<file path="src/rtl/enemy_manager_if.sv">
// Enemy manager bus: frame strobe, game control, per-slot hit/ready inputs
// and the alive/grant/player status outputs.
//   master : game side (drives frame_clk, Game_Start, Enemy_Hit, Enemy_Attack_Ready)
//   slave  : enemy_manager (drives is_alive, Attack_Grant, Player_Damage,
//            Player_HP, Score, Game_State)
interface enemy_manager_if #(
    parameter int unsigned NUM_ENEMY = 4
);
    logic                 frame_clk;
    logic                 Game_Start;
    logic [NUM_ENEMY-1:0] Enemy_Hit;
    logic [NUM_ENEMY-1:0] Enemy_Attack_Ready;
    logic [NUM_ENEMY-1:0] is_alive;
    logic [NUM_ENEMY-1:0] Attack_Grant;
    logic                 Player_Damage;
    logic [3:0]           Player_HP;
    logic [15:0]          Score;
    logic [1:0]           Game_State;

    modport master (
        output frame_clk, Game_Start, Enemy_Hit, Enemy_Attack_Ready,
        input  is_alive, Attack_Grant, Player_Damage, Player_HP, Score, Game_State
    );

    modport slave (
        input  frame_clk, Game_Start, Enemy_Hit, Enemy_Attack_Ready,
        output is_alive, Attack_Grant, Player_Damage, Player_HP, Score, Game_State
    );
endinterface

</file>
<file path="src/rtl/enemy_manager.sv">
// Enemy manager: spawns enemies on a frame timer, retires them on hits,
// round-robin arbitrates enemy attacks against a cooldown and tracks player HP.
// Ports:
//   Clk, Reset_n : system clock, asynchronous active-low reset
//   bus (slave)  : frame_clk, Game_Start, Enemy_Hit, Enemy_Attack_Ready in;
//                  is_alive, Attack_Grant, Player_Damage, Player_HP, Score,
//                  Game_State out (all registered)
// Build option: ENEMY_MGR_SCORE_EN enables the saturating kill counter;
// without it Score is tied to zero.
module enemy_manager #(
    parameter int unsigned NUM_ENEMY       = 4,
    parameter int unsigned SPAWN_FRAMES    = 120,
    parameter int unsigned ATTACK_COOLDOWN = 30,
    parameter int unsigned PLAYER_HP_INIT  = 8
) (
    input  logic           Clk,
    input  logic           Reset_n,
    enemy_manager_if.slave bus
);
    localparam int unsigned PTR_W   = $clog2(NUM_ENEMY);
    localparam int unsigned SPAWN_W = $clog2(SPAWN_FRAMES + 1);
    localparam int unsigned CD_W    = (ATTACK_COOLDOWN > 0) ? $clog2(ATTACK_COOLDOWN + 1) : 1;

    localparam logic [1:0] ST_IDLE = 2'b00;
    localparam logic [1:0] ST_RUN  = 2'b01;
    localparam logic [1:0] ST_OVER = 2'b10;

    logic [1:0]           state_q, state_d;
    logic                 fc_q;
    logic [NUM_ENEMY-1:0] alive_q, alive_d;
    logic [NUM_ENEMY-1:0] grant_q, grant_d;
    logic                 dmg_q, dmg_d;
    logic [3:0]           hp_q, hp_d;
    logic [SPAWN_W-1:0]   spawn_q, spawn_d, spawn_inc_c;
    logic [CD_W-1:0]      cd_q, cd_d;
    logic [PTR_W-1:0]     ptr_q, ptr_d;

    logic                 frame_tick_c;
    logic [NUM_ENEMY-1:0] kill_c, cand_c, spawn_sel_c;
    logic                 spawn_any_c, rr_found_c;
    logic [PTR_W-1:0]     rr_idx_c;

`ifdef ENEMY_MGR_SCORE_EN
    logic [15:0] score_q, score_d, score_sat_c;
    logic [3:0]  kill_cnt_c;
    logic [16:0] score_sum_c;
`endif

    // One-cycle strobe on the rising edge of the sampled frame clock.
    assign frame_tick_c = bus.frame_clk & ~fc_q;
    assign kill_c       = bus.Enemy_Hit & alive_q;
    assign cand_c       = alive_q & bus.Enemy_Attack_Ready & ~bus.Enemy_Hit;
    assign spawn_inc_c  = (spawn_q == SPAWN_W'(SPAWN_FRAMES)) ? spawn_q : spawn_q + SPAWN_W'(1);

    // Lowest-index dead slot, taken from alive state before this cycle's kills.
    always_comb begin
        spawn_sel_c = '0;
        spawn_any_c = 1'b0;
        for (int i = 0; i < int'(NUM_ENEMY); i++) begin
            if (!alive_q[i] && !spawn_any_c) begin
                spawn_sel_c[i] = 1'b1;
                spawn_any_c    = 1'b1;
            end
        end
    end

    // Round-robin search starting at the pointer, wrapping to slot 0.
    always_comb begin
        rr_found_c = 1'b0;
        rr_idx_c   = '0;
        for (int k = 0; k < int'(NUM_ENEMY); k++) begin
            if (!rr_found_c && cand_c[(int'(ptr_q) + k) % int'(NUM_ENEMY)]) begin
                rr_found_c = 1'b1;
                rr_idx_c   = PTR_W'((int'(ptr_q) + k) % int'(NUM_ENEMY));
            end
        end
    end

`ifdef ENEMY_MGR_SCORE_EN
    // Kill popcount added to the score, saturating at all-ones.
    always_comb begin
        kill_cnt_c = '0;
        for (int i = 0; i < int'(NUM_ENEMY); i++) begin
            kill_cnt_c = kill_cnt_c + 4'(kill_c[i]);
        end
        score_sum_c = 17'(score_q) + 17'(kill_cnt_c);
        score_sat_c = score_sum_c[16] ? 16'hFFFF : score_sum_c[15:0];
    end
`endif

    // Next-state and datapath update.
    always_comb begin
        state_d = state_q;
        alive_d = alive_q;
        grant_d = '0;
        dmg_d   = 1'b0;
        hp_d    = hp_q;
        spawn_d = spawn_q;
        cd_d    = cd_q;
        ptr_d   = ptr_q;
`ifdef ENEMY_MGR_SCORE_EN
        score_d = score_q;
`endif
        case (state_q)
            ST_IDLE, ST_OVER: begin
                if (bus.Game_Start) begin
                    state_d = ST_RUN;
                    alive_d = '0;
                    spawn_d = '0;
                    cd_d    = '0;
                    ptr_d   = '0;
                    hp_d    = 4'(PLAYER_HP_INIT);
`ifdef ENEMY_MGR_SCORE_EN
                    score_d = '0;
`endif
                end
            end
            ST_RUN: begin
                if (hp_q == 4'd0) begin
                    state_d = ST_OVER;
                    alive_d = '0;
                end else begin
                    alive_d = alive_q & ~kill_c;
`ifdef ENEMY_MGR_SCORE_EN
                    score_d = score_sat_c;
`endif
                    if (frame_tick_c) begin
                        // Spawn fires on the tick that brings the timer to SPAWN_FRAMES.
                        if (spawn_inc_c == SPAWN_W'(SPAWN_FRAMES) && spawn_any_c) begin
                            alive_d = alive_d | spawn_sel_c;
                            spawn_d = '0;
                        end else begin
                            spawn_d = spawn_inc_c;
                        end
                        // The tick that expires the cooldown may grant, giving
                        // exactly ATTACK_COOLDOWN ticks between grants.
                        if (cd_q <= CD_W'(1) && rr_found_c) begin
                            grant_d = NUM_ENEMY'(1) << rr_idx_c;
                            dmg_d   = 1'b1;
                            hp_d    = hp_q - 4'd1;
                            cd_d    = CD_W'(ATTACK_COOLDOWN);
                            ptr_d   = (rr_idx_c == PTR_W'(NUM_ENEMY - 1)) ? '0 : rr_idx_c + PTR_W'(1);
                        end else if (cd_q != '0) begin
                            cd_d = cd_q - CD_W'(1);
                        end
                    end
                end
            end
            default: begin
                state_d = ST_IDLE;
                alive_d = '0;
            end
        endcase
    end

    // State registers.
    always_ff @(posedge Clk or negedge Reset_n) begin
        if (!Reset_n) begin
            state_q <= ST_IDLE;
            fc_q    <= 1'b0;
            alive_q <= '0;
            grant_q <= '0;
            dmg_q   <= 1'b0;
            hp_q    <= '0;
            spawn_q <= '0;
            cd_q    <= '0;
            ptr_q   <= '0;
        end else begin
            state_q <= state_d;
            fc_q    <= bus.frame_clk;
            alive_q <= alive_d;
            grant_q <= grant_d;
            dmg_q   <= dmg_d;
            hp_q    <= hp_d;
            spawn_q <= spawn_d;
            cd_q    <= cd_d;
            ptr_q   <= ptr_d;
        end
    end

`ifdef ENEMY_MGR_SCORE_EN
    always_ff @(posedge Clk or negedge Reset_n) begin
        if (!Reset_n) begin
            score_q <= '0;
        end else begin
            score_q <= score_d;
        end
    end
    assign bus.Score = score_q;
`else
    assign bus.Score = 16'h0000;
`endif

    assign bus.is_alive      = alive_q;
    assign bus.Attack_Grant  = grant_q;
    assign bus.Player_Damage = dmg_q;
    assign bus.Player_HP     = hp_q;
    assign bus.Game_State    = state_q;
endmodule
</file>
<file path="src/flat_wrapper.sv">
// flat-port wrapper written by rule: the top's interface ports become plain ports
module enemy_manager_flat 
#(
    parameter int unsigned NUM_ENEMY       = 4,
    parameter int unsigned SPAWN_FRAMES    = 120,
    parameter int unsigned ATTACK_COOLDOWN = 30,
    parameter int unsigned PLAYER_HP_INIT  = 8
)
  (Clk, Reset_n, bus_frame_clk, bus_Game_Start, bus_Enemy_Hit, bus_Enemy_Attack_Ready, bus_is_alive, bus_Attack_Grant, bus_Player_Damage, bus_Player_HP, bus_Score, bus_Game_State);
  enemy_manager_if #(.NUM_ENEMY(NUM_ENEMY)) bus_i ();
  input  logic Clk;
  input  logic Reset_n;
  input wire logic [$bits(bus_i.frame_clk)-1:0] bus_frame_clk;
  input wire logic [$bits(bus_i.Game_Start)-1:0] bus_Game_Start;
  input wire logic [$bits(bus_i.Enemy_Hit)-1:0] bus_Enemy_Hit;
  input wire logic [$bits(bus_i.Enemy_Attack_Ready)-1:0] bus_Enemy_Attack_Ready;
  output wire logic [$bits(bus_i.is_alive)-1:0] bus_is_alive;
  output wire logic [$bits(bus_i.Attack_Grant)-1:0] bus_Attack_Grant;
  output wire logic [$bits(bus_i.Player_Damage)-1:0] bus_Player_Damage;
  output wire logic [$bits(bus_i.Player_HP)-1:0] bus_Player_HP;
  output wire logic [$bits(bus_i.Score)-1:0] bus_Score;
  output wire logic [$bits(bus_i.Game_State)-1:0] bus_Game_State;
  assign bus_i.frame_clk = bus_frame_clk;
  assign bus_i.Game_Start = bus_Game_Start;
  assign bus_i.Enemy_Hit = bus_Enemy_Hit;
  assign bus_i.Enemy_Attack_Ready = bus_Enemy_Attack_Ready;
  assign bus_is_alive = bus_i.is_alive;
  assign bus_Attack_Grant = bus_i.Attack_Grant;
  assign bus_Player_Damage = bus_i.Player_Damage;
  assign bus_Player_HP = bus_i.Player_HP;
  assign bus_Score = bus_i.Score;
  assign bus_Game_State = bus_i.Game_State;
  enemy_manager #(.NUM_ENEMY(NUM_ENEMY), .SPAWN_FRAMES(SPAWN_FRAMES), .ATTACK_COOLDOWN(ATTACK_COOLDOWN), .PLAYER_HP_INIT(PLAYER_HP_INIT)) u_core (.Clk(Clk), .Reset_n(Reset_n), .bus(bus_i));
endmodule
</file>
<file path="config.mk">
export PLATFORM = sky130hd
export DESIGN_NAME = enemy_manager_flat
export DESIGN_NICKNAME = d
export VERILOG_FILES = /design/src/rtl/enemy_manager_if.sv /design/src/rtl/enemy_manager.sv /design/src/flat_wrapper.sv
export SDC_FILE = /design/constraint.sdc
export NUM_CORES = 1
export LEC_CHECK = 0
export CORE_ASPECT_RATIO = 0.8
export CORE_MARGIN = 2
export CORE_UTILIZATION = 50
export CTS_CLUSTER_SIZE = 8
export DETAILED_ROUTE_END_ITERATION = 10
export PLACE_DENSITY = 0.8
export SYNTH_ARGS = -nofsm -noshare
export SYNTH_HDL_FRONTEND = slang
export SYNTH_SLANG_ARGS = --single-unit
</file>
<file path="constraint.sdc">
create_clock -name Clk -period 2.4 [get_ports Clk]
set_input_delay 0.36 -clock Clk [delete_from_list [all_inputs] [get_ports Clk]]
set_output_delay 0.36 -clock Clk [all_outputs]
set_load 0.02 [all_outputs]
</file>
==> metrics.txt, run 1 <==
TritonCTS clock tree done; vias in the first global route 1507; Final Core Density 63.80%; Synth Register Bits 30; final setup fails 0; DR iter-0 viols around 160; Lkg Pwr a little under 0.001 uW; CTS resizes 0; initial antenna violation count 0; Setup crit end kind flip-flop; Syn-to-layout area delta 20.24%; Die W 72.09 um; # hold bufs at CTS 0; final-report max-slew violation count 0; max-cap violation count 0; Final period util around nine tenths; Clock Latency Late Sink ~290 ps; Fin Hold WS 453.5 ps; post-synthesis sequential area ratio 40.49%; First-pass DRT Iterations 4; I/O Buffers 26; nets approximately 260; FP Rows 19; library cells used by synthesis 48; WS Path Type reg2reg; fin crit period 2115 ps; Bufs and invs on worst path 1; grt total ovfl 0; Slew @ Worst Pin roughly 530 ps; Critical Path Fanout Max 8; Fmax achieved between 0.4 and 0.5 GHz; core outline area 3495 sq um; Final HPWL DP ~3 mm; share of layout cells above drive strength 1 under 10%; Worst Setup Start Kind flip-flop; PD cells about 800 nW/um^2; Hold/Removal Path Class in2async; Reg clk slew, reported paths roughly 60 ps; status finished, final reports clean; Rel. slew slack around 65%; critical path's slowest cell or3b_2; # placed instances between 200 and 300; diode count 0; post-synthesis cell area roughly 1900 sq um; Post-Route WL 3.963 mm; CTS H-tree lvls 2; die area around 4200 sq um; main flop type after synthesis dfrtp_1; GRT Util Overall 21.12%; post-DR vias/cell 5.481; FILL cells 300; WL/cell roughly 14 um; biggest cell delay along the critical path 490 ps; Post-CTS Setup Repair Bufs 0; Antenna Nets Post-Route 0; CTS sink cnt 30; largest net degree at the start of global routing 31; Starting Density a little over half; crit path DAT around 2300 ps; ys async rst share between 90% and 100%; RSZ-0062 raised after global routing false; crit-path cells inv_1 > ha_1 > or3b_2 > and4b_1 > nor2_4 > a31oi_1 > nand2_1 > o21ai_0; Setup TNS Final 0 ps; DR DRC count 0; Syn Area/Cell ~8.9 sq um; Mapped Cells around 210; VDD IR max 0.4869 mV; Post-synth EDFFs 0; Final GP Congestion 0.8780; Num CTS Buffers 5; Clock Skew roughly 3.8 ps; CTS Root Cell clkbuf_8; Worst EP required ~2600 ps; Layout Cells excl Fill roughly 290; vias post-DR around 1600; first-pass GRT wire length slightly below 7 mm; Bufs on Longest Clock Path 2; I/O Pins 43; final-report hold violation count 0; CP top delay family simple AND/OR/NAND/NOR gates; Synth Warn # 0; Chip Height between 50 and 60 um
[layout by cell type (no fill, tap or decap), types with 4 or more instances in the layout]
cell	n
nor3_1	8
dfrtp_1	30
a31oi_1	4
nand3_1	4
clkbuf_8	6
and3b_1	4
ha_1	8
clkdlybuf4s50_1	26
buf_4	7
nand2_1	25
o32ai_1	4
o21ai_0	13
conb_1	16
nor2_1	23
a21oi_1	12
inv_1	9
[routing by layer]
| layer | up-vias | track usage [%] | share of wire (%) |
|---|---|---|---|
| met5 | - | 0 | 0 |
| met4 | 0 | 8.895 | 1.5 |
| li1 | 772 | - | - |
| met3 | 5 | 4.966 | 8.2 |
| met2 | 73 | 29.23 | 42 |
| met1 | 723 | 31.57 | 48 |
[per-stage QoR]
stage / cell area (sq um) / total power [uW] / worst slack, ps
finish: 2230 / 1807 / 284.8
global route: 2230 / 1929 / 129.7
CTS: 2230 / 1812 / 292.9
detailed placement: 2138 / 1391 / 9.023
global placement: 2138 / 1368 / 91.42
floorplan: 1911 / 1159 / 324.2
[path summary, 6_finish.rpt]
path	from	end	slack (ps)	cells past startpoint
max reg2reg	u_core.bus.Player_HP[1]	u_core.cd_q[1]	280	8
min	Reset_n	u_core.cd_q[3]	450	2
min reg2reg	u_core.spawn_q[5]	u_core.spawn_q[5]	530	1
max in group asynchronous	Reset_n	u_core.bus.Game_State[1]	1670	2
max	u_core.bus.Player_HP[1]	u_core.cd_q[1]	280	8
min in group Clk	u_core.spawn_q[5]	u_core.spawn_q[5]	530	1
[kinds of logic (layout without fill, tap and decap cells)]
kind of cell	Yosys count	after routing	share of synthesized area (%)
XOR/XNOR	4	4	1.890
AO/OA/AOI/OAI	51	51	18.49
adder cells (fa/ha/maj)	8	8	5.398
flip-flops	30	30	40.49
multiplexers	1	1	0.5398
other	1	16	0.2022
AND/OR/NAND/NOR	85	85	23.75
buffers and inverters	29	50	9.244
[state kept, by name, indices dropped and copies added (netlist names)]
signal and cells:
u_core.cd_q 5, u_core.bus.is_alive 4, u_core.bus.Game_State 2, u_core.spawn_q 7, u_core.fc_q 1, u_core.ptr_q 2
u_core.bus.Player_HP 4, u_core.bus.Player_Damage 1, u_core.bus.Attack_Grant 4
[power breakdown]
group          internal, uW  switching [uW]
combinational           288             421
sequential              583            96.8
clock                   231             187
total                  1100             705
[cells in the mapped netlist, drive strengths merged (4+ instances only)]
library cell	number	area (sq um)
nor2	25	103.9
o32ai	4	35.03
inv	9	33.78
a31oi	4	25.02
nand2b	4	32.53
o21ai	16	80.07
ha	8	100.1
nor3	8	40.04
nand2	26	100.1
nand3	4	20.02
buf	19	133.9
dfrtp	30	750.7
a21oi	12	60.06
and3b	4	35.03
[layout make-up]
| type | instances | area [sq um] | share of cell area, % |
|---|---|---|---|
| multi-input cells | 165 | 988.4 | 44.33 |
| repair buffers | 33 | 312.8 | 14.03 |
| flip-flops and latches | 30 | 750.7 | 33.67 |
| clock buffers | 7 | 86.33 | 3.872 |
| well taps | 42 | 52.55 | 2.357 |
| clock inverters | 1 | 5.005 | 0.2245 |
| inverters | 9 | 33.78 | 1.515 |
(Power assumes the default switching activity.)
==> inputs of run 2 (changes only) <==
--- a/config.mk
+++ b/config.mk
@@ -10,6 +10,7 @@
 export CORE_UTILIZATION = 50
 export CTS_CLUSTER_SIZE = 8
 export DETAILED_ROUTE_END_ITERATION = 10
+export GPL_ROUTABILITY_DRIVEN = 0
 export PLACE_DENSITY = 0.8
 export SYNTH_ARGS = -nofsm -noshare
 export SYNTH_HDL_FRONTEND = slang
==> results of run 2 <==
The final DEF is identical to that of run 1; final timing and power are the same.
==> inputs of run 3 (changes only) <==
--- a/config.mk
+++ b/config.mk
@@ -6,7 +6,6 @@
 export NUM_CORES = 1
 export LEC_CHECK = 0
 export CORE_ASPECT_RATIO = 0.8
-export CORE_MARGIN = 2
 export CORE_UTILIZATION = 50
 export CTS_CLUSTER_SIZE = 8
 export DETAILED_ROUTE_END_ITERATION = 10
@@ -15,3 +14,4 @@
 export SYNTH_ARGS = -nofsm -noshare
 export SYNTH_HDL_FRONTEND = slang
 export SYNTH_SLANG_ARGS = --single-unit
+export TNS_END_PERCENT = 20
==> run 3 against run 2 <==
- clock-buffer cell count stayed put
- clock skew rose by 4.7 ps
- global-route usage is 0.29 points higher
- flip-flop and latch count is the same
- wire length about the same
- core utilization stayed put
- register-to-register slack worse by 98 ps
- first-iteration DRC count is 3.8% lower
- largest cell class unchanged
- largest power group unchanged
==> metrics.txt, run 3 (synthesized netlist as in run 1, its figures left out) <==
Final HPWL DP ~3 mm; critical path's slowest cell or3b_2; CTS Root Cell clkbuf_8; CTS resizes 0; VDD IR max between 0.4 and 0.5 mV; DR iter-0 viols about 150; nets around 260; sequential standard cell area roughly 750 sq um; Fin Hold WS around 460 ps; crit path DAT 2390 ps; Internal 1103 uW; Lkg Pwr roughly 0.00098 uW; leading cell types in the layout, fill and taps excluded 30 x dfrtp_1, 26 x clkdlybuf4s50_1, 25 x nand2_1; final-report hold violation count 0; biggest cell delay along the critical path 500 ps; most common cell after layout, fill and taps aside dfrtp_1; Post-Route WL 3.964 mm; fin crit period between 2000 and 2500 ps; # hold bufs at CTS 0; CTS sink cnt 30; Num CTS Buffers 5; vias in the first global route 1410; vias post-DR about 1600; Gate power share between 30% and 40%; first-pass GRT wire length 6.555 mm; biggest regs u_core.spawn_q: 7 flops, u_core.cd_q: 5 flops; I/O Buffers 26; PD cells 818.4 nW/um^2; Die W about 70 um; Fmax achieved about 0.45 GHz; Starting Density roughly 53%; Syn-to-layout area delta 20.24%; Psw ~720 uW; Critical Path Fanout Max 8; total design power between 1500 and 2000 uW; DR DRC count 0; clock group share of total power around 23%; grt total ovfl 0; Chip Height 56.47 um; Worst EP required roughly 2600 ps; CP top delay family simple AND/OR/NAND/NOR gates; # placed instances approximately 280; WS Path Type reg2reg; Slew @ Worst Pin around 500 ps; Hold/Removal Path Class in2async; Rel. slew slack 66.58%; Worst Setup Start Kind flip-flop; die area 3958 sq um; share of layout cells above drive strength 1 approximately a tenth; Post-CTS Setup Repair Bufs 0; First-pass DRT Iterations 4; initial antenna violation count 0; I/O Pins 43; final-report max-slew violation count 0; Reg clk slew, reported paths around 70 ps; FP Rows 19; Layout Cells excl Fill 287; crit-path cells inv_1 > ha_1 > or3b_2 > and4b_1 > nor2_4 > a31oi_1 > nor2_1 > nor2_1; CP dominant cell by count nor2_1; CTS H-tree lvls 2; max reg flops 7; final setup fails 0; post-DR vias/cell around 5.5; setup ws final around 190 ps; Place WS between 20 and 30 ps; WL/cell approximately 14 um; Clock Latency Late Sink 290 ps; diode count 0; Bufs on Longest Clock Path 2; switching share of power 39.58%; GRT Util Overall 21.41%; Clock Skew 8.501 ps; status finished, final reports clean; core outline area 3495 sq um; Final period util between 90 and 100%; Bufs and invs on worst path 1; area occupied by multi-input gates approximately 1000 sq um; Antenna Nets Post-Route 0; Setup crit end kind flip-flop; TritonCTS clock tree done; Setup TNS Final 0 ps; max-cap violation count 0; Biggest register u_core.spawn_q; Seq pwr share 37.1%; RSZ-0062 raised after global routing false; FILL cells between 300 and 400; largest net degree at the start of global routing 31
## run 3: cell counts in the layout (fill, tap and decap cells not counted)
Identical to the previous run, type by type.
## run 3: final cells by class
cell class,instances,area share (%)
Clock buffer,7,3.872
Clock inverter,1,0.2245
Inverter,9,1.515
Multi-Input combinational cell,165,44.33
Sequential cell,30,33.67
Tap cell,42,2.357
Timing Repair Buffer,33,14.03
## run 3: final timing paths
check / start / end / slack (ps) / depth (start not counted)
setup / recovery: u_core.bus.Player_HP[0] / u_core.cd_q[3] / 190 / 8
hold / removal: Reset_n / u_core.cd_q[4] / 460 / 2
setup reg to reg: u_core.bus.Player_HP[0] / u_core.cd_q[3] / 190 / 8
hold reg to reg: u_core.ptr_q[0] / u_core.ptr_q[0] / 510 / 2
max in group asynchronous: Reset_n / u_core.spawn_q[3] / 1670 / 2
min in group Clk: u_core.ptr_q[0] / u_core.ptr_q[0] / 510 / 2
## run 3: per-layer routing
layer | GRT usage [%] | part of all wire [%]
met5 | 0 | 0
met4 | 9.429 | 1.8
met3 | 4.847 | 5.7
met2 | 29.40 | 41
met1 | 31.99 | 52
## run 3: power groups by stage
stage               clock network, uW  logic (uW)  registers (uW)
finish                            423         724             678
global route                      450         798             689
CTS                               426         717             675
detailed placement                  0         711             684
global placement                    0         696             682
floorplan                           0         467             692
## run 3: through the flow
step / utilization, % / cell area (sq um)
floorplan: - / 1911
global placement: 61.19 / 2138
detailed placement: 61.19 / 2138
CTS: 63.80 / 2230
global route: 63.80 / 2230
finish: 63.80 / 2230
